[src/rtl/dc_fu_dma_read_controller_pkg.sv]
// Shared types and AXI constants for the fetching-unit DMA read path.
package dc_fu_dma_pkg;

  typedef enum logic [1:0] {
    ST_IDLE,
    ST_ISSUE,
    ST_DRAIN,
    ST_DONE
  } dma_rd_state_t;

  localparam logic [1:0] AXI_BURST_INCR = 2'b01;
  localparam logic [1:0] AXI_RESP_OKAY  = 2'b00;

endpackage

[src/rtl/dc_fu_dma_read_controller_if.sv]
// AXI4 read address channel plus the observed R-channel handshake signals.
interface dc_fu_dma_read_controller_if #(
  parameter int AXI_ARADDR_WIDTH = 32
);
  logic [AXI_ARADDR_WIDTH-1:0] araddr;
  logic [7:0]                  arlen;
  logic [2:0]                  arsize;
  logic [1:0]                  arburst;
  logic                        arvalid;
  logic                        arready;
  logic                        rvalid;
  logic                        rready;
  logic                        rlast;
  logic [1:0]                  rresp;

  modport master (
    output araddr, arlen, arsize, arburst, arvalid,
    input  arready, rvalid, rready, rlast, rresp
  );

  modport slave (
    input  araddr, arlen, arsize, arburst, arvalid,
    output arready, rvalid, rready, rlast, rresp
  );
endinterface

[src/rtl/dc_fu_dma_address_generator.sv]
// Splits one line into INCR bursts of at most 2**MAX_BURST_LEN beats and
// steps the burst address/length on every accepted AR.
module dc_fu_dma_address_generator #(
  parameter int FETCH_WORD_COUNT_WIDTH = 16,
  parameter int AXI_ARADDR_WIDTH       = 32,
  parameter int MAX_BURST_LEN          = 4,
  parameter int READ_DATA_SIZE         = 1
) (
  input  logic                                        clk,
  input  logic                                        nrst,
  input  logic                                        start_fetch,
  input  logic                                        next_addr,
  input  logic [AXI_ARADDR_WIDTH-1:0]                 base_addr,
  input  logic [FETCH_WORD_COUNT_WIDTH-1:0]           word_count,
  output logic [AXI_ARADDR_WIDTH-1:0]                 araddr,
  output logic [7:0]                                  arlen,
  output logic [FETCH_WORD_COUNT_WIDTH-MAX_BURST_LEN:0] trans_count
);
  localparam int CW    = FETCH_WORD_COUNT_WIDTH;
  localparam int AW    = AXI_ARADDR_WIDTH;
  localparam int TC_W  = FETCH_WORD_COUNT_WIDTH - MAX_BURST_LEN + 1;
  localparam int BEATS = 1 << MAX_BURST_LEN;
  localparam logic [AW-1:0] ADDR_STEP  = AW'(BEATS << READ_DATA_SIZE);
  localparam logic [AW-1:0] ALIGN_MASK = ~AW'((1 << READ_DATA_SIZE) - 1);
  localparam logic [CW-1:0] BEATS_W    = CW'(BEATS);

  logic [AW-1:0]   addr_q;
  logic [CW-1:0]   remaining_q;
  logic [TC_W-1:0] trans_q;
  logic [CW:0]     count_round;
  logic [CW-1:0]   burst_words;

  // Burst count is the word count rounded up to whole bursts.
  assign count_round = {1'b0, word_count} + (CW+1)'(BEATS - 1);
  assign burst_words = (remaining_q > BEATS_W) ? BEATS_W : remaining_q;

  assign araddr      = addr_q;
  assign arlen       = (burst_words == '0) ? 8'd0 : 8'(burst_words - CW'(1));
  assign trans_count = trans_q;

  always_ff @(posedge clk or negedge nrst) begin
    if (!nrst) begin
      addr_q      <= '0;
      remaining_q <= '0;
      trans_q     <= '0;
    end else if (start_fetch) begin
      addr_q      <= base_addr & ALIGN_MASK;
      remaining_q <= word_count;
      trans_q     <= TC_W'(count_round >> MAX_BURST_LEN);
    end else if (next_addr && (trans_q != '0)) begin
      addr_q      <= addr_q + ADDR_STEP;
      remaining_q <= (remaining_q > BEATS_W) ? (remaining_q - BEATS_W) : '0;
      trans_q     <= trans_q - TC_W'(1);
    end
  end
endmodule

[src/rtl/dc_fu_dma_read_controller.sv]
// Line-fetch AR sequencer: issues one line's bursts, limits outstanding
// bursts by counting rlast, and flags line completion and read errors.
module dc_fu_dma_read_controller
  import dc_fu_dma_pkg::*;
#(
  parameter int FETCH_WORD_COUNT_WIDTH = 16,
  parameter int AXI_ARADDR_WIDTH       = 32,
  parameter int MAX_BURST_LEN          = 4,
  parameter int READ_DATA_SIZE         = 1,
  parameter int MAX_OUTSTANDING        = 4
) (
  input  logic                              clk,
  input  logic                              nrst,
  input  logic                              en,
  input  logic                              line_req_valid,
  output logic                              line_req_ready,
  input  logic [AXI_ARADDR_WIDTH-1:0]       line_base_addr,
  input  logic [FETCH_WORD_COUNT_WIDTH-1:0] line_word_count,
  dc_fu_dma_read_controller_if.master       m_axi,
  output logic                              unaligned_read,
  output logic                              line_done,
  output logic                              busy,
  output logic                              rd_err
);
  localparam int TC_W  = FETCH_WORD_COUNT_WIDTH - MAX_BURST_LEN + 1;
  localparam int OUT_W = $clog2(MAX_OUTSTANDING + 1);

  dma_rd_state_t    state_q, state_d;
  logic [OUT_W-1:0] outstanding_q;
  logic [TC_W-1:0]  gen_trans_count;
  logic             accept, arvalid, ar_hs, r_last_beat, r_err_beat;

  assign accept      = en && line_req_valid && (state_q == ST_IDLE);
  assign arvalid     = en && (state_q == ST_ISSUE) && (gen_trans_count != '0) &&
                       (outstanding_q < OUT_W'(MAX_OUTSTANDING));
  assign ar_hs       = arvalid && m_axi.arready;
  assign r_last_beat = en && m_axi.rvalid && m_axi.rready && m_axi.rlast;
  assign r_err_beat  = en && m_axi.rvalid && m_axi.rready && (m_axi.rresp != AXI_RESP_OKAY);

  dc_fu_dma_address_generator #(
    .FETCH_WORD_COUNT_WIDTH (FETCH_WORD_COUNT_WIDTH),
    .AXI_ARADDR_WIDTH       (AXI_ARADDR_WIDTH),
    .MAX_BURST_LEN          (MAX_BURST_LEN),
    .READ_DATA_SIZE         (READ_DATA_SIZE)
  ) u_addr_gen (
    .clk         (clk),
    .nrst        (nrst),
    .start_fetch (accept),
    .next_addr   (ar_hs),
    .base_addr   (line_base_addr),
    .word_count  (line_word_count),
    .araddr      (m_axi.araddr),
    .arlen       (m_axi.arlen),
    .trans_count (gen_trans_count)
  );

  assign m_axi.arvalid = arvalid;
  assign m_axi.arsize  = 3'(READ_DATA_SIZE);
  assign m_axi.arburst = AXI_BURST_INCR;
  assign line_req_ready = (state_q == ST_IDLE);
  assign line_done      = (state_q == ST_DONE);
  assign busy           = (state_q != ST_IDLE);

  always_comb begin
    state_d = state_q;
    case (state_q)
      ST_IDLE:  if (accept) state_d = ST_ISSUE;
      ST_ISSUE: if (gen_trans_count == '0) state_d = ST_DRAIN;
      ST_DRAIN: if (outstanding_q == '0) state_d = ST_DONE;
      ST_DONE:  state_d = ST_IDLE;
      default:  state_d = ST_IDLE;
    endcase
  end

  always_ff @(posedge clk or negedge nrst) begin
    if (!nrst) state_q <= ST_IDLE;
    else if (en) state_q <= state_d;
  end

  // An rlast with nothing outstanding is a stray beat and must not underflow.
  always_ff @(posedge clk or negedge nrst) begin
    if (!nrst) begin
      outstanding_q <= '0;
    end else if (ar_hs && !(r_last_beat && (outstanding_q != '0))) begin
      outstanding_q <= outstanding_q + OUT_W'(1);
    end else if (!ar_hs && r_last_beat && (outstanding_q != '0)) begin
      outstanding_q <= outstanding_q - OUT_W'(1);
    end
  end

  always_ff @(posedge clk or negedge nrst) begin
    if (!nrst) begin
      rd_err         <= 1'b0;
      unaligned_read <= 1'b0;
    end else begin
      if (accept) begin
        rd_err         <= 1'b0;
        unaligned_read <= line_base_addr[0];
      end else if (r_err_beat) begin
        rd_err <= 1'b1;
      end
    end
  end
endmodule

[src/flat_wrapper.sv]
// flat-port wrapper written by rule: the top's interface ports become plain ports
module dc_fu_dma_read_controller_flat import dc_fu_dma_pkg::*;
#(
  parameter int FETCH_WORD_COUNT_WIDTH = 16,
  parameter int AXI_ARADDR_WIDTH       = 32,
  parameter int MAX_BURST_LEN          = 4,
  parameter int READ_DATA_SIZE         = 1,
  parameter int MAX_OUTSTANDING        = 4
)
  (clk, nrst, en, line_req_valid, line_req_ready, line_base_addr, line_word_count, unaligned_read, line_done, busy, rd_err, m_axi_araddr, m_axi_arlen, m_axi_arsize, m_axi_arburst, m_axi_arvalid, m_axi_arready, m_axi_rvalid, m_axi_rready, m_axi_rlast, m_axi_rresp);
  dc_fu_dma_read_controller_if #(.AXI_ARADDR_WIDTH(AXI_ARADDR_WIDTH)) m_axi_i ();
  input  logic clk;
  input  logic nrst;
  input  logic en;
  input  logic line_req_valid;
  output logic line_req_ready;
  input  logic [AXI_ARADDR_WIDTH-1:0] line_base_addr;
  input  logic [FETCH_WORD_COUNT_WIDTH-1:0] line_word_count;
  output logic unaligned_read;
  output logic line_done;
  output logic busy;
  output logic rd_err;
  output wire logic [$bits(m_axi_i.araddr)-1:0] m_axi_araddr;
  output wire logic [$bits(m_axi_i.arlen)-1:0] m_axi_arlen;
  output wire logic [$bits(m_axi_i.arsize)-1:0] m_axi_arsize;
  output wire logic [$bits(m_axi_i.arburst)-1:0] m_axi_arburst;
  output wire logic [$bits(m_axi_i.arvalid)-1:0] m_axi_arvalid;
  input wire logic [$bits(m_axi_i.arready)-1:0] m_axi_arready;
  input wire logic [$bits(m_axi_i.rvalid)-1:0] m_axi_rvalid;
  input wire logic [$bits(m_axi_i.rready)-1:0] m_axi_rready;
  input wire logic [$bits(m_axi_i.rlast)-1:0] m_axi_rlast;
  input wire logic [$bits(m_axi_i.rresp)-1:0] m_axi_rresp;
  assign m_axi_araddr = m_axi_i.araddr;
  assign m_axi_arlen = m_axi_i.arlen;
  assign m_axi_arsize = m_axi_i.arsize;
  assign m_axi_arburst = m_axi_i.arburst;
  assign m_axi_arvalid = m_axi_i.arvalid;
  assign m_axi_i.arready = m_axi_arready;
  assign m_axi_i.rvalid = m_axi_rvalid;
  assign m_axi_i.rready = m_axi_rready;
  assign m_axi_i.rlast = m_axi_rlast;
  assign m_axi_i.rresp = m_axi_rresp;
  dc_fu_dma_read_controller #(.FETCH_WORD_COUNT_WIDTH(FETCH_WORD_COUNT_WIDTH), .AXI_ARADDR_WIDTH(AXI_ARADDR_WIDTH), .MAX_BURST_LEN(MAX_BURST_LEN), .READ_DATA_SIZE(READ_DATA_SIZE), .MAX_OUTSTANDING(MAX_OUTSTANDING)) u_core (.clk(clk), .nrst(nrst), .en(en), .line_req_valid(line_req_valid), .line_req_ready(line_req_ready), .line_base_addr(line_base_addr), .line_word_count(line_word_count), .m_axi(m_axi_i), .unaligned_read(unaligned_read), .line_done(line_done), .busy(busy), .rd_err(rd_err));
endmodule
[config.mk]
export PLATFORM = sky130hd
export DESIGN_NAME = dc_fu_dma_read_controller_flat
export DESIGN_NICKNAME = d
export VERILOG_FILES = /design/src/rtl/dc_fu_dma_read_controller_pkg.sv /design/src/rtl/dc_fu_dma_read_controller_if.sv /design/src/rtl/dc_fu_dma_address_generator.sv /design/src/rtl/dc_fu_dma_read_controller.sv /design/src/flat_wrapper.sv
export SDC_FILE = /design/constraint.sdc
export NUM_CORES = 1
export LEC_CHECK = 0
export ABC_CLOCK_PERIOD_IN_PS = 4160
export BUFFER_PORTS_ARGS = -buffer_cell sky130_fd_sc_hd__buf_2
export CAP_MARGIN = 20
export CORE_UTILIZATION = 54
export DETAILED_ROUTE_END_ITERATION = 8
export HOLD_SLACK_MARGIN = 0.08
export PLACE_DENSITY_LB_ADDON = 0.12
export REMOVE_ABC_BUFFERS = 1
export SYNTH_ARGS = -nofsm -noshare
export SYNTH_HDL_FRONTEND = slang
export SYNTH_SLANG_ARGS = --single-unit
[constraint.sdc]
create_clock -name clk -period 4.16 [get_ports clk]
set_input_delay 1.04 -clock clk [delete_from_list [all_inputs] [get_ports clk]]
set_output_delay 1.04 -clock clk [all_outputs]
set_load 0.1 [all_outputs]
# Yosys cells after proc, flatten, opt, wreduce, memory -nomap -nowiden
# Index checks and enable logic that the tools add are counted.
[word_totals] input_bits=58 out_inout_bits=51 reg_bits=68 word_cells=68
[classes] reduce_logical=29 muxes=17 add_sub_neg=7 eq_ne=6 magnitude_cmp=2
[op_table] operator="16-bit two-way mux" n=4
[op_table] operator="32-bit two-way mux" n=2
[op_table] operator="32-bit by 6-bit adder with 32-bit output, second input constant" n=1
[op_table] operator="13-bit two-way mux" n=2
[op_table] operator="16-bit by 4-bit adder with 17-bit output, second input constant" n=1
[op_table] operator="16-bit by 5-bit greater-than comparator with 1-bit output, second input constant" n=1
[op_table] operator="16-bit logical NOT" n=1
[op_table] operator="16-bit by 5-bit subtractor with 16-bit output, second input constant" n=1
[op_table] operator="1-bit logical AND" n=15
[op_table] operator="13-bit logical NOT" n=1
[op_table] operator="13-bit nonzero test" n=1
[op_table] operator="13-bit by 1-bit subtractor with 13-bit output, second input constant" n=1
[op_table] operator="2-bit nonzero test" n=5
[op_table] operator="8-bit two-way mux" n=1
[op_table] operator="2-bit one-hot mux with 4 select lines" n=1
[op_table] operator="8-bit by 1-bit subtractor with 8-bit output, second input constant" n=1
[op_table] operator="2-bit two-way mux" n=3
[op_table] operator="3-bit two-way mux" n=2
[op_table] operator="2-bit == test, second input constant" n=2
[op_table] operator="2-bit by 1-bit != test with 1-bit output, second input constant" n=2
[op_table] operator="4-bit AND reduction" n=1
[op_table] operator="3-bit by 1-bit adder with 3-bit output, second input constant" n=1
[op_table] operator="3-bit logical NOT" n=1
[op_table] operator="3-bit less-than comparator, second input constant" n=1
[op_table] operator="other kinds (7)" n=9

# Longest topological paths before layout
# Gate-level depths: netlist of run 1.
[logic_depth] ltp_word=10 depth_mapped=11 depth_no_buf=10

# Modules after synthesis
# A second synthesis of run 1 with hierarchy kept.
[hier_totals] cells_unflattened=508 hier_area_um2=4548.1
[modules_own_cells] mod="dc_fu_dma_address_generator" area_per_inst_um2=4047.6 cells_per_inst=455 seq_area_each_um2=1501.4 n_inst=1
[modules_own_cells] mod="dc_fu_dma_read_controller" area_per_inst_um2=500.5 cells_per_inst=53 seq_area_each_um2=175.2 n_inst=1

# Least setup slack after synthesis of run 1
# OpenSTA, ideal clock, no wires.
[synth_timing] kind="reg-to-output" start="register u_core.u_addr_gen.trans_q[0] (netlist: u_core.u_addr_gen.trans_count[0])" end="output m_axi_arvalid" n_path_buf=1 stages_incl_launch_ff=7 arrival_time_ns=4.200 t_required_ns=3.120 path_slack_ns=-1.080 cell_sequence="dfrtp_1 -> inv_1 -> ha_1 -> or3b_2 -> nor4_4 -> clkbuf_1 -> nor4b_1"
[synth_between] elab_chain_len=3
[synth_lines] item="from (decl)" line_no="dc_fu_dma_address_generator.sv:29" text="logic [TC_W-1:0] trans_q;"
[synth_lines] item="from (signal assigned)" line_no="dc_fu_dma_address_generator.sv:49" text="trans_q <= TC_W'(count_round >> MAX_BURST_LEN);"
[synth_lines] item="from (signal assigned)" line_no="dc_fu_dma_address_generator.sv:53" text="trans_q <= trans_q - TC_W'(1);"
[synth_lines] item="13-bit nonzero test" line_no="dc_fu_dma_read_controller.sv:34" text="assign arvalid = en && (state_q == ST_ISSUE) && (gen_trans_count != '0) &&"
[synth_lines] item="1-bit logical AND (2 in series)" line_no="dc_fu_dma_read_controller.sv:34"
[synth_lines] item="to (decl)" line_no="flat_wrapper.sv:27" text="output wire logic [$bits(m_axi_i.arvalid)-1:0] m_axi_arvalid;"
# Every way passes these cells.

# Final worst setup path of run 1
[layout_timing] start="register u_core.u_addr_gen.remaining_q[4]" end="output m_axi_arlen[4]"
[layout_between] elab_chain_len=4 word_cells_on_any_way=5 cone_classes="add/sub (1); order compare (1); mux (2); reduce/logical (1)"
[layout_lines] item="from (decl)" line_no="dc_fu_dma_address_generator.sv:28" text="logic [CW-1:0] remaining_q;"
[layout_lines] item="from (signal assigned)" line_no="dc_fu_dma_address_generator.sv:48" text="remaining_q <= word_count;"
[layout_lines] item="from (signal assigned)" line_no="dc_fu_dma_address_generator.sv:52" text="remaining_q <= (remaining_q > BEATS_W) ? (remaining_q - BEATS_W) : '0;"
[layout_lines] item="16-bit by 5-bit greater-than comparator with 1-bit output" line_no="dc_fu_dma_address_generator.sv:35" text="assign burst_words = (remaining_q > BEATS_W) ? BEATS_W : remaining_q;"
[layout_lines] item="16-bit two-way mux *" line_no="dc_fu_dma_address_generator.sv:35"
[layout_lines] item="8-bit by 1-bit subtractor with 8-bit output or 16-bit logical NOT (tied branches)" line_no="dc_fu_dma_address_generator.sv:38" text="assign arlen = (burst_words == '0) ? 8'd0 : 8'(burst_words - CW'(1));"
[layout_lines] item="8-bit two-way mux *" line_no="dc_fu_dma_address_generator.sv:38"
[layout_lines] item="to (decl)" line_no="flat_wrapper.sv:24" text="output wire logic [$bits(m_axi_i.arlen)-1:0] m_axi_arlen;"
# Mark *: on every way between the ends. The rest lies on a longest branch, timed or not.

==> results of run 1 <==
-- final timing paths --
path | to | slack (ns)
worst min register to register | u_core.u_addr_gen.araddr[4] | 0.47
min in group asynchronous | u_core.rd_err | 0.79
worst max-delay path | m_axi_arlen[4] | 0.29
worst min-delay path | u_core.u_addr_gen.araddr[4] | 0.47
worst max register to register | u_core.outstanding_q[1] | 1.27
max in group asynchronous | u_core.u_addr_gen.trans_count[12] | 2.61
-- cell families after synthesis --
group / count (synthesis)
AOI/OAI and AO/OA: 86
xor gates and xnor gates: 42
adders and majority gates: 11
buffers and inverters: 44
DFF: 67
muxes: 12
other: 2
and+or+nand+nor: 252
-- registers in the layout, summed over array words and instances (netlist names) --
signal	count
u_core.unaligned_read	1
u_core.outstanding_q	3
u_core.u_addr_gen.trans_count	13
u_core.rd_err	1
u_core.u_addr_gen.araddr	31
u_core.state_q	2
u_core.u_addr_gen.remaining_q	16
-- where the power goes --
group          internal [mW]  total [mW]  switching, mW
clock network          0.282       0.525          0.243
registers              0.951        1.32          0.368
logic                  0.553        2.33           1.77
total                   1.78        4.17           2.38
-- synth_stat cells, types with 14 or more instances --
| library cell | n |
|---|---|
| sky130_fd_sc_hd__nand2_1 | 85 |
| sky130_fd_sc_hd__dfrtp_1 | 67 |
| sky130_fd_sc_hd__o21ai_0 | 41 |
| sky130_fd_sc_hd__xnor2_1 | 33 |
| sky130_fd_sc_hd__nand3_1 | 29 |
| sky130_fd_sc_hd__nor2_1 | 28 |
| sky130_fd_sc_hd__clkbuf_1 | 21 |
| sky130_fd_sc_hd__nor3_1 | 19 |
| sky130_fd_sc_hd__nor4_1 | 19 |
| sky130_fd_sc_hd__a21oi_1 | 16 |
| sky130_fd_sc_hd__inv_1 | 14 |
-- critical path: stages, from the launching register on --
cell	delay, ns
sky130_fd_sc_hd__dfrtp_1	0.50
sky130_fd_sc_hd__inv_1	0.11
sky130_fd_sc_hd__ha_1	0.27
sky130_fd_sc_hd__a31oi_1	0.32
sky130_fd_sc_hd__nor2_4	0.09
sky130_fd_sc_hd__nand2_1	0.12
sky130_fd_sc_hd__ha_1	0.24
sky130_fd_sc_hd__a21oi_1	0.09
sky130_fd_sc_hd__and2_1	0.15
sky130_fd_sc_hd__a221o_1	0.33
sky130_fd_sc_hd__clkbuf_4	0.28
-- cell type report --
type | count | area (um2) | area share
multi-input combinational | 409 | 2530 | 0.489
sequential | 67 | 1680 | 0.324
timing repair buffer | 112 | 601 | 0.116
clock buffer | 15 | 186 | 0.0360
tap | 102 | 128 | 0.0246
inverter | 14 | 52.6 | 0.0101
clock inverter | 1 | 5.00 | 0.000966
-- layer usage --
layer,GRT usage,vias to the layer above
li1,-,2026
met1,0.366,1997
met2,0.437,154
met3,0.0556,13
met4,0.0846,0
met5,0,-
-- through the flow --
step,total power [mW],instance area (um2)
2_1_floorplan,3.18,4240
3_3_place_gp,3.58,4970
3_5_place_dp,3.63,4970
4_1_cts,4.17,5160
5_1_grt,4.41,5180
6_report,4.17,5180
-- repair_timing --
item                                   CTS  global route
hold buffers                             0             0
resized for setup                        0             5
buffers inserted                         0             0
setup endpoints to repair                0             8
endpoints found under the hold margin    0             0
==> impl.org, run 1 <==
** Synthesis
- Of the total synthesized cell area, the portion taken by AND, OR, NAND and NOR gates is 0.305.
- Dominant cells by area after synthesis :: sky130_fd_sc_hd__dfrtp_1 38%, sky130_fd_sc_hd__nand2_1 7.3%, sky130_fd_sc_hd__xnor2_1 6.6%
- A synthesized cell averages roughly 8.5 um2.
- Post-synthesis cell count :: around 520
- The number of different library cells used by synthesis comes to between 50 and 60.
- After synthesis, the share of cell area in mux cells is 0.0281.
- Largest family of logic cells by synthesized area :: simple AND/OR/NAND/NOR gates
- The share of the Yosys chip area taken by registers is 0.384.
- Synthesized-area fraction occupied by ao, oa, aoi and oai cells :: 0.120
- Adder-cell share of the synthesized area :: 0.0333
- Counting flops with an async set or reset pin after synthesis yields a share of 1.00.
- Summing every instance area after synthesis gives 0.00436 mm2.
- EDFF count, synth :: 0
- Area share of xor/xnor cells in the synthesized design :: 0.0843
- Largest area contributor in the synthesized netlist :: sky130_fd_sc_hd__dfrtp_1
- The share of synthesized area in the top cell type comes to 0.384.
- The most used flip-flop cell after synthesis is sky130_fd_sc_hd__dfrtp_1.
- Synthesis inferred between 60 and 70 register bits.
- The Yosys step of the flow raised 0 warnings.

** Clock network
- The clock passes through at most 2 buffers.
- Cell at the root of the clock tree :: sky130_fd_sc_hd__clkbuf_8
- CTS Buf Count :: 9
- Clock insertion delay at the later pin of the skew report :: between 0.3 and 0.4 ns
- TritonCTS built the clock tree.
- H-tree lvl count :: 3
- # clock sinks :: 67
- After clock tree synthesis, the clock-pin slew on the worst setup and hold paths is approximately 0.07 ns.

** Route
- After detailed routing, the total wire length is 10.9 mm.
- Signal routing reaches up to met4.
- First-pass iteration count of the detailed router :: 4
- For this block, the initial DRC count from the detailed router was 258.
- Vias post-DR :: ~4,200
- DRT antenna net count :: 0
- For this run, design rule violations remaining after detail routing come to 0.
- The routed design uses 694 um of met3 wire.
- Using the TritonRoute via totals, the vias-per-cell ratio works out to just under 6.
- Average routed wire per standard cell :: ~15 um
- In the detailed route, the total length drawn on met2 is about 5.2 mm.
- After detailed routing, the wire length on met1 is 4.94 mm.

** Worst setup path
- Worst Setup End Kind :: output pin
- STA puts the critical path data arrival time at ~2.8 ns.
- The most critical setup path has its startpoint at u_core.u_addr_gen.remaining_q[4].
- Category of the most critical setup path :: register to output pin
- RR Startpoint :: u_core.u_addr_gen.trans_count[0]
- Maximum fanout along the worst path :: 8
- Reg2reg path depth :: 9
- Worst setup SP type :: register
- At the worst endpoint, the required time is between 3 and 4 ns.

** Placed design
- Number of placed cells counting well taps :: 704
- In this run the tool buffered the top-level ports with between 100 and 150 buffer cells.
- Routability congestion estimate :: ~0.92
- OpenSTA, run right after detailed placement, puts the worst setup slack at 0.491 ns.
- After legalization and detailed placement, the total HPWL measured 7.89 mm.

** Floorplanning
- Die Span Y :: between 90 and 100 um
- For this configuration, the core starts out at a cell density of 0.562.
- 109 I/O pins were placed.
- The die covers between 0.008 and 0.009 mm2.
- Area of the placeable core :: 0.00777 mm2
- After floorplanning, the core was divided into 32 placement rows.
- X dimension of the die :: 91.9 um

** Timing
- Measured against its own limit, the worst slew margin works out to 0.339.
- Final worst path period share :: 0.931
- Once routing completed, OpenROAD measured the worst setup slack at 0.288 ns.
- Setup violations remaining at the end of the flow were counted as 0.
- Fmax achieved :: ~260 MHz
- Setup repair after global routing missed its margin :: false
- Setup TNS Final :: 0 ns
- Clock period minus final worst setup slack :: approximately 3.9 ns
- The max-slew violation total from the final report came to 0.
- Worst hold margin :: 0.475 ns
- At the pin with the least slew margin, the transition time is around 0.99 ns.
- The clock arrives with 0.00573 ns of skew.
- The number of hold violations in the final report came to 0.

** Cells and area
- In the final layout, the share of cells above drive strength 1 is 0.227.
- Leaving out fill and tap cells, the most frequent cell in the layout is sky130_fd_sc_hd__buf_2.
- Non-filler cells, final :: 720
- The layout has 698 filler cells.
- In the layout the commonest cells are 101 x sky130_fd_sc_hd__buf_2, 85 x sky130_fd_sc_hd__nand2_1, 67 x sky130_fd_sc_hd__dfrtp_1, 41 x sky130_fd_sc_hd__o21ai_0, 33 x sky130_fd_sc_hd__xnor2_1.
- The area growth from synthesis to layout is 18.7%.
- Number of nets in the layout :: just under 700
- Measured on the finished design, the core utilization comes to 0.667.
- The number of antenna diodes in the final layout is 0.

** GRT
- Number of global-route vias before repair :: approximately 3,900
- Antenna violations before repair :: 0
- For this run, the total global-route usage over all layers was measured as 0.271.
- Grt total ovfl :: 0
- Entering global routing, the biggest net connects 70 pins.
- The first global-routing pass estimated 18.3 mm of wire.

** Power
- Worst ir drop on vdd :: around 0.47 mV
- Power density of the placed cells :: roughly 800 mW/mm2
- Summed over all cells, the static leakage comes to 2.19 nW.

** Hold path
- Along the worst hold path, the cell count comes to 2.
- The startpoint identified for the worst hold timing path is u_core.u_addr_gen.araddr[4].
- The worst hold path belongs to the class register to register.

** Job
- Max-cap violations in this run came to 0.

** Status
- The flow ran to the end, and the final reports show no timing, DRC or antenna violations.
Power figures use the tool's default switching activity.
==> inputs of run 2 (changes only) <==
--- a/config.mk
+++ b/config.mk
@@ -8,11 +8,12 @@
 export ABC_CLOCK_PERIOD_IN_PS = 4160
 export BUFFER_PORTS_ARGS = -buffer_cell sky130_fd_sc_hd__buf_2
 export CAP_MARGIN = 20
-export CORE_UTILIZATION = 54
+export CORE_UTILIZATION = 55
 export DETAILED_ROUTE_END_ITERATION = 8
 export HOLD_SLACK_MARGIN = 0.08
 export PLACE_DENSITY_LB_ADDON = 0.12
 export REMOVE_ABC_BUFFERS = 1
 export SYNTH_ARGS = -nofsm -noshare
 export SYNTH_HDL_FRONTEND = slang
+export SYNTH_HIERARCHICAL = 1
 export SYNTH_SLANG_ARGS = --single-unit
==> run 2 against run 1 <==
Effect of this change: maximum frequency shrank 1.5%; first-iteration DRC count grew 1.9%; sequential share of layout area shrank 1.6 points; flip-flop and latch count is the same; clock skew grew 0.0043 ns; critical path depth shrank 1; hold slack gained 0.032 ns; global-route usage grew 0.65 points; setup slack lost 0.057 ns; die area grew 2.3%; combinational power shrank 3%; area after synthesis grew 4.2%; critical path type unchanged; critical endpoint is now m_axi_arlen[5].
==> impl.org, run 2 <==
** Placed design
- The final weighted congestion of routability-driven global placement is 0.913 (-0.84%).
- The setup slack at placement came to 0.503 ns (+0.0122 ns).
- Total half-perimeter wirelength after legalization and detailed placement :: 8.17 mm (+3.6%)
- The placed standard-cell area came to 0.00522 mm2 (+5.1%).
- The number of input and output port buffers inserted was 102 (unchanged).

** Worst setup path
- The required time at the endpoint of the critical path is 3.12 ns (about the same).
- Maximum fanout along the worst path :: 13 (+5)
- Worst setup SP type :: register
- Worst Setup End Kind :: output pin
- The logic depth of the worst register-to-register path was 8 (-1).
- Internal reg-to-reg setup slack :: 1.50 ns (+0.23 ns)
- Category of the most critical setup path :: register to output pin
- Reg-to-reg critical path endpoint :: u_core/u_addr_gen/remaining_q[1]
- Data arrival time of the critical path :: 2.89 ns (+0.06 ns)
- RR Startpoint :: u_core/u_addr_gen/trans_count[7]

** Power
- Power density of the placed cells :: 759 mW/mm2 (-5.7%)
- Net switching fraction of the power :: 0.572 (about the same)
- The static leakage power is 2.18 nW (-0.46%).
- Net switching power figure :: 2.37 mW (-0.75%)
- The power share of the sequential group came to 0.315 (about the same).
- The internal cell power was 1.77 mW (-0.77%).
- Worst ir drop on vdd :: 0.513 mV (+10%)
- Clk pwr share :: 0.135 (+0.009)
- Tot Pwr :: 4.14 mW (-0.76%)
- Combinational cell fraction of total power :: 0.550 (-0.008)

** Timing
- The headroom to the max-slew limit came to 0.433 (+0.0941).
- Fmax achieved :: 255 MHz (-1.5%)
- Setup WS post-layout :: 0.231 ns (-0.0570 ns)
- Final hold violation count :: 0 (unchanged)
- The clock skew after layout is 0.00999 ns (+0.00427 ns).
- The number of endpoints failing setup at the final stage was 0 (unchanged).
- Final max-slew violation count :: 0 (unchanged)
- The transition time of the tightest slew-check pin is 0.850 ns (-0.138 ns).
- The clock period minus worst slack is 3.93 ns (+0.0570 ns).
- Final worst path period share :: 0.944 (+0.0137)

** Hold path
- Hold Path Sink :: u_core/unaligned_read
- The worst hold path depth is 1 (-1).
- The startpoint identified for the worst hold timing path is u_core/unaligned_read.
- The min-delay analysis places its worst path in the category register to register.

** Route
- DRT antenna net count :: 0 (unchanged)
- The total vias in the final route is 4,234 (+1.1%).
- The iteration count of the initial detailed-routing pass was 5 (+1).
- DR DRC count :: 0 (unchanged)
- Average routed wire per standard cell :: 16.5 um (+8.5%)
- The number of DRC markers after the initial detailed-route iteration came to 263 (+1.9%).
- The post-detailed-route via-to-cell ratio is 6.01 (+3.2%).
- The total wire length after detailed routing was 11.6 mm (+6.2%).

** Cells and area
- Layout-stage area growth over the synthesis result :: 19.9%
- The library cells used most frequently in the layout, excluding fill and tap cells, are 94 x sky130_fd_sc_hd__buf_2, 67 x sky130_fd_sc_hd__dfrtp_1, 58 x sky130_fd_sc_hd__nand2_1, 35 x sky130_fd_sc_hd__o21ai_0, 29 x sky130_fd_sc_hd__xnor2_1.
- Number of flip-flops under the largest register name :: 31 (unchanged)
- Most frequent standard cell in the layout excluding fill and tap cells :: sky130_fd_sc_hd__buf_2
- The cell area after layout was 0.00545 mm2 (+5.2%).
- The post-layout net count is 667 (-2.2%).
- The fraction of layout cells with a size suffix above 1 is 0.255 (+0.0289).
- Antenna diode count :: 0 (unchanged)

** GRT
- Global-route wire length before repair :: 18.9 mm (+2.9%)
- The largest net degree at the start of global routing is 68 (-2.9%).
- The via count of the first global-routing pass came to 3,905 (+0.80%).
- The total congestion overflow is 0 (unchanged).
- The combined global-route utilization of all metal layers was 0.277 (+0.00652).
- Antenna violations before repair :: 0 (unchanged)

** Synthesis
- Yosys Warn Count :: 6 (+6)
- Count of different cell masters after synthesis :: 69 (+23%)
- Sequential area share after synthesis :: 0.369 (-0.0155)
- Synth Area per Inst :: 8.95 um2 (+5.9%)
- EDFF count, synth :: 0 (unchanged)
- Register bit total from synthesis :: 67 (unchanged)
- Sorting the synthesized cells by how often they occur yields 67 x sky130_fd_sc_hd__dfrtp_1, 58 x sky130_fd_sc_hd__nand2_1, 35 x sky130_fd_sc_hd__o21ai_0.
- Largest area contributor in the synthesized netlist :: sky130_fd_sc_hd__dfrtp_1
- The area of the mapped netlist is 0.00455 mm2 (+4.2%).
- The count of mapped cells out of synthesis came to 508 (-1.6%).
- The share of flip-flops with an asynchronous set or reset after synthesis came to 1.00 (unchanged).
- Area share of the largest cell type after synthesis :: 0.369 (-0.0155)
- Yosys attributes the largest share of cell area to sky130_fd_sc_hd__dfrtp_1 37%, sky130_fd_sc_hd__xnor2_1 5.6%, sky130_fd_sc_hd__nand2_1 4.8%.
- Among all flip-flop cells after synthesis, the most frequent one is sky130_fd_sc_hd__dfrtp_1.
- Most used standard cell by instance count after synthesis :: sky130_fd_sc_hd__dfrtp_1

** Floorplanning
- Number of rows in the core area :: 32 (unchanged)
- The starting density of the core was 0.580 (+0.0177).
- X dimension of the die :: 92.9 um (+1.1%)
- The vertical die dimension came to 92.9 um (+1.1%).
- Area of the placeable core :: 0.00785 mm2 (+1.0%)
- The die area was 0.00864 mm2 (+2.3%).
- The number of placed I/O pins is 109 (unchanged).

** Clock network
- Cell at the root of the clock tree :: sky130_fd_sc_hd__clkbuf_8
- Clock Path Buffers :: 2 (unchanged)
- The number of clock sinks is 67 (unchanged).
- Hold_buf cts :: 0 (unchanged)
- The clock latency of the later-clocked register in the worst-skew pair was 0.35 ns (about the same).
- Clk slew on worst S/H paths :: 0.08 ns (about the same)
- Clock tree from TritonCTS :: built
- CTS Buf Count :: 9 (unchanged)
- H-tree lvl count :: 3 (unchanged)

** Job
- Number of max-cap violations :: 0 (unchanged)

** Status
- Status :: complete, no violations
[run 2: cell families (layout without fill, tap and decap cells)]
kind of cell,count (synthesis),count (layout),synth area share
AND/OR/NAND/NOR,193,193,0.228
AO/OA/AOI/OAI,118,118,0.188
flip-flops,67,67,0.369
buffers and inverters,54,146,0.0525
XOR/XNOR,40,40,0.0770
multiplexers,22,22,0.0509
adder cells (fa/ha/maj),11,11,0.0319
other,3,6,0.00248
[run 2: cell type report]
class | instances | area [um2]
fillers | 660 | 2400
clock inverters | 6 | 65.1
multi-input cells | 390 | 2680
well taps | 102 | 128
repair buffers | 111 | 698
inverters | 19 | 71.3
flip-flops and latches | 67 | 1680
clock buffers | 10 | 138
[run 2: worst max-delay path by stage]
| stage | cells past startpoint | to | slack (ns) | start |
|---|---|---|---|---|
| after floorplan | 6 | m_axi_arlen[6] | -1.82 | u_core/u_addr_gen/remaining_q[11] |
| after global placement | 9 | m_axi_arlen[7] | 0.55 | u_core/u_addr_gen/remaining_q[11] |
| after detailed placement | 9 | m_axi_arlen[7] | 0.50 | u_core/u_addr_gen/remaining_q[11] |
| after CTS | 9 | m_axi_arlen[7] | 0.11 | u_core/u_addr_gen/remaining_q[11] |
| after global routing | 11 | m_axi_arlen[2] | -0.002 | u_core/u_addr_gen/remaining_q[11] |
| final | 9 | m_axi_arlen[5] | 0.23 | u_core/u_addr_gen/remaining_q[11] |
[run 2: through the flow]
step / hold slack (ns) / TNS [ns] / util / instances
2_1_floorplan: 0.498 / -20.13 / - / 476
3_3_place_gp: 0.485 / 0 / 0.665 / 689
3_5_place_dp: 0.490 / 0 / 0.665 / 689
4_1_cts: 0.509 / 0 / 0.691 / 705
5_1_grt: 0.522 / -0.00241 / 0.695 / 705
6_report: 0.507 / 0 / 0.695 / 705
[run 2: power by group through the flow]
stage          sequential, mW  clock (mW)  combinational (mW)
2_1_floorplan            2.21           0               0.891
3_3_place_gp             1.28           0                2.23
3_5_place_dp             1.30           0                2.27
4_1_cts                  1.29       0.568                2.27
5_1_grt                  1.35       0.597                2.42
6_report                 1.31       0.558                2.27
[run 2: layer usage]
layer  vias to the layer above  GRT usage  routed length (um)
li1                       2050          -                   -
met1                      2013      0.375                5150
met2                       155      0.450                5630
met3                        16     0.0534                 675
met4                         0     0.0821                 155
met5                         -          0                   0
[run 2: critical path, stage by stage, from the launching register on]
cell and delay, ns:
sky130_fd_sc_hd__dfrtp_1 0.46, sky130_fd_sc_hd__nor4_4 0.33, sky130_fd_sc_hd__nand2_1 0.13, sky130_fd_sc_hd__nor3_1 0.19, sky130_fd_sc_hd__buf_4 0.21, sky130_fd_sc_hd__nand2_1 0.09
sky130_fd_sc_hd__ha_1 0.23, sky130_fd_sc_hd__or3_1 0.42, sky130_fd_sc_hd__a21oi_1 0.26, sky130_fd_sc_hd__buf_12 0.21
[run 2: repair_timing]
action	in CTS	in global routing
setup endpoints to repair	0	4
buffers inserted	0	0
resized for setup	0	4
==> inputs of run 3 (changes only) <==
--- a/config.mk
+++ b/config.mk
@@ -5,10 +5,11 @@
 export SDC_FILE = /design/constraint.sdc
 export NUM_CORES = 1
 export LEC_CHECK = 0
+export ABC_AREA = 1
 export ABC_CLOCK_PERIOD_IN_PS = 4160
 export BUFFER_PORTS_ARGS = -buffer_cell sky130_fd_sc_hd__buf_2
 export CAP_MARGIN = 20
-export CORE_UTILIZATION = 55
+export CORE_UTILIZATION = 56
 export DETAILED_ROUTE_END_ITERATION = 8
 export HOLD_SLACK_MARGIN = 0.08
 export PLACE_DENSITY_LB_ADDON = 0.12
==> run 3 against run 2 <==
Effect of this change: combinational power is 18% higher; via count is 26% higher; synthesized cell count is 51% higher; hold slack worse by 0.036 ns; non-clock buffer count is 6 lower; critical path type unchanged; critical endpoint is now m_axi_arlen[2]; largest cell class unchanged.
==> impl.org, run 3 <==
** Status
- Status :: complete, no violations

** Synthesis
- The area of the mapped netlist came to 0.00505 mm2 (+11%).
- The mean post-synth cell area was 6.59 um2 (-26%).
- EDFF count, synth :: 0 (unchanged)
- Count of different cell masters after synthesis :: 40 (-42%)
- Main synth FF type :: sky130_fd_sc_hd__dfrtp_1
- The number of flip-flops and latches in the synthesized netlist came to 67 (unchanged).
- The portion of synthesized cell area occupied by the leading cell type was 0.332 (-0.0370).
- Sequential area share after synthesis :: 0.332 (-0.0370)
- The synthesized design spends more area on one cell type than any other, namely sky130_fd_sc_hd__dfrtp_1.
- The warning count from the yosys run came to 6 (unchanged).
- Top cell types by occurrence after synthesis :: 231 x sky130_fd_sc_hd__nand2_1, 121 x sky130_fd_sc_hd__nor2_1, 77 x sky130_fd_sc_hd__nand3_1
- Ys async rst share :: 1.00 (unchanged)
- Post-synthesis cell count :: 767 (+51%)
- Most used standard cell by instance count after synthesis :: sky130_fd_sc_hd__nand2_1
- Yosys attributes the largest share of cell area to sky130_fd_sc_hd__dfrtp_1 33%, sky130_fd_sc_hd__nand2_1 17%, sky130_fd_sc_hd__nor2_1 9.0%.

** Placed design
- The final weighted congestion of routability-driven global placement came to 0.941 (+3.0%).
- Number of placed cells counting well taps :: 959 (+39%)
- Port Buf Inserts :: 102 (unchanged)
- The detailed-placement wirelength estimate is 9.97 mm (+22%).

** GRT
- GR met3 Demand/Resource :: 0.0390 (-0.0143)
- Global-route wire length before repair :: 22.7 mm (+20%)
- Maximum number of pins on one net before global-route repair :: 54 (-21%)
- Met2 track demand over resource :: 0.506 (+0.0556)
- The via count of the first global-routing pass was 5,114 (+31%).
- Highest-utilization routing layer at the global route stage :: met2
- Antenna violations before repair :: 0 (unchanged)
- The combined global-route utilization of all metal layers came to 0.295 (+0.0182).
- The total congestion overflow is 0 (unchanged).
- Global Route met1 Usage :: 0.371 (-0.00333)

** Floorplanning
- Top-level I/O count :: 109 (unchanged)
- Die Span Y :: 97.0 um (+4.4%)
- Number of rows in the core area :: 34 (+6.3%)
- The die area was 0.00941 mm2 (+9.0%).
- Area of the placeable core :: 0.00872 mm2 (+11%)
- X dimension of the die :: 97.0 um (+4.4%)
- The starting density of the core was 0.580 (about the same).

** Timing
- Final Skew :: 0.0134 ns (+0.00336 ns)
- Final max-slew violation count :: 0 (unchanged)
- The number of hold violations in the final report is 0 (unchanged).
- The headroom to the max-slew limit is 0.391 (-0.0428).
- The final setup TNS is 0 ns (unchanged).
- The clock period minus worst slack was 3.88 ns (-0.0463 ns).
- Final setup vio count :: 0 (unchanged)
- The transition time of the tightest slew-check pin came to 0.914 ns (+0.0642 ns).
- The maximum clock rate is 258 MHz (+1.2%).
- The final worst-path cycle share is 0.933 (-0.0111).
- Setup repair after global routing left no endpoint under its margin.

** Worst setup path
- STA classifies the critical path startpoint as a register.
- The maximum fanout count along the critical path is 5 (-8).
- The largest stage delay on the critical path was 0.44 ns (-0.02 ns).
- The required time at the endpoint of the critical path was 3.12 ns (about the same).
- Chain of cells forming the critical path :: inv_1 > ha_1 > nand3_1 > nand2_2 > nand2_1 > nor2_1 > inv_1 > ha_1 > nand2_1 > inv_1 > nor2_1 > buf_2
- The buffering stage count on the worst path with inverters included was 4 (+2).
- Grouping stages by cell kind, the critical path spends the most delay in simple AND/OR/NAND/NOR gates.
- The worst setup path is of the register to output pin kind.
- STA classifies the critical path endpoint as an output pin.
- The largest individual stage delay along the critical path comes from the cell sky130_fd_sc_hd__buf_2.
- The worst path arrival time is 2.84 ns (-0.05 ns).
- Critical Path Most Common Cell :: sky130_fd_sc_hd__inv_1

** Clock network
- H-tree lvl count :: 3 (unchanged)
- Clock insertion delay at the later pin of the skew report :: 0.35 ns (about the same)
- # clock sinks :: 67 (unchanged)
- Cell at the root of the clock tree :: sky130_fd_sc_hd__clkbuf_8
- The post-CTS clock slew at the launch and capture registers of the worst setup and hold paths came to 0.08 ns (about the same).
- The number of CTS-inserted buffers is 9 (unchanged).
- Post-CTS sizing :: 0 (unchanged)
- Hold_buf cts :: 0 (unchanged)
- Clock Path Buffers :: 2 (unchanged)
- Clock tree from TritonCTS :: built
- The number of buffers inserted by post-CTS setup repair was 0 (unchanged).

** Cells and area
- Antenna diode count :: 0 (unchanged)
- Area occupied by multi-input gates :: 0.00292 mm2 (+9.0%)
- In the layout the commonest cells are 231 x sky130_fd_sc_hd__nand2_1, 121 x sky130_fd_sc_hd__nor2_1, 102 x sky130_fd_sc_hd__buf_2, 77 x sky130_fd_sc_hd__nand3_1, 75 x sky130_fd_sc_hd__inv_1.
- FILL cells :: 813 (+23%)
- The filler-free cell count of the finished design was 975 (+38%).
- Layout-stage area growth over the synthesis result :: 13.8%
- The flip-flop count of the largest register after layout was 31 (unchanged).
- Most frequent standard cell in the layout excluding fill and tap cells :: sky130_fd_sc_hd__nand2_1
- Register cell area after layout :: 0.00168 mm2 (unchanged)
- The fraction of layout cells with a size suffix above 1 is 0.179 (-0.0766).
- Number of nets in the layout :: 931 (+40%)
- Final cell utilization of the core :: 0.660 (-0.0348)

** Route
- Vias post-DR :: 5,326 (+26%)
- DR DRC count :: 0 (unchanged)
- The iteration count of the initial detailed-routing pass came to 5 (unchanged).
- Vias per Instance :: 5.46 (-9.0%)
- Number of DRC violations after detailed-routing iteration 0 :: 304 (+16%)
- The total wire length after detailed routing came to 13.7 mm (+18%).
- The detailed-route wire length per cell was 14.0 um (-15%).
- DRT antenna net count :: 0 (unchanged)

** Job
- Number of max-cap violations :: 0 (unchanged)

** Hold path
- The tightest min-delay check is of the register to register type.

** Power
- Power density of the placed cells :: 784 mW/mm2 (+3.3%)
- The static leakage power is 2.94 nW (+35%).
- Worst ir drop on vdd :: 0.435 mV (-15%)
-- run 3: worst min-delay path: stages (launching register included) --
cell,delay [ns]
sky130_fd_sc_hd__dfrtp_1,0.35
sky130_fd_sc_hd__nand2_1,0.05
sky130_fd_sc_hd__nand2_1,0.04
-- run 3: cell families (layout without fill, tap and decap cells) --
family	after synthesis	in the layout	synth area share
fa+ha+maj	11	11	0.0287
buf+inv	105	202	0.0948
mux	1	1	0.00223
xor+xnor	21	21	0.0364
simple gates	496	496	0.432
compound gates	63	63	0.0720
other cells	3	6	0.00223
flops	67	67	0.332
-- run 3: path summary, 6_finish.rpt --
check / from / end / slack (ns) / depth (start not counted)
min in group asynchronous: nrst / u_core/u_addr_gen/araddr[8] / 0.82 / 1
max: u_core/u_addr_gen/remaining_q[4] / m_axi_arlen[2] / 0.28 / 12
max reg2reg: u_core/state_q[0] / u_core/u_addr_gen/trans_count[7] / 1.58 / 9
min reg2reg: u_core/u_addr_gen/araddr[2] / u_core/u_addr_gen/araddr[2] / 0.47 / 2
min: u_core/u_addr_gen/araddr[2] / u_core/u_addr_gen/araddr[2] / 0.47 / 2
max in group asynchronous: nrst / u_core/u_addr_gen/trans_count[1] / 2.38 / 2
-- run 3: routing by layer --
layer	up-vias	wire (um)
met3	28	783
li1	2631	-
met5	-	0
met2	197	6580
met1	2470	5940
met4	0	352
-- run 3: power breakdown --
part           internal [mW]  total, mW  switching [mW]
registers              0.948       1.30           0.355
logic                  0.594       2.67            2.08
clock network          0.278      0.539           0.261
total                   1.82       4.51            2.69
-- run 3: per-stage QoR --
stage	worst slack, ns	power, mW	hold slack [ns]	area [um2]
6_report	0.277	4.51	0.471	5750
2_1_floorplan	-2.04	3.43	0.462	4890
5_1_grt	0.0590	4.82	0.494	5750
4_1_cts	0.345	4.52	0.473	5750
3_3_place_gp	0.853	3.90	0.450	5570
3_5_place_dp	0.723	3.97	0.453	5570
-- run 3: cell type report --
class	instances	area share
multi-input cells	598	0.507
flip-flops and latches	67	0.291
repair buffers	105	0.0926
inverters	81	0.0533
clock buffers	12	0.0235
well taps	108	0.0235
clock inverters	4	0.00891
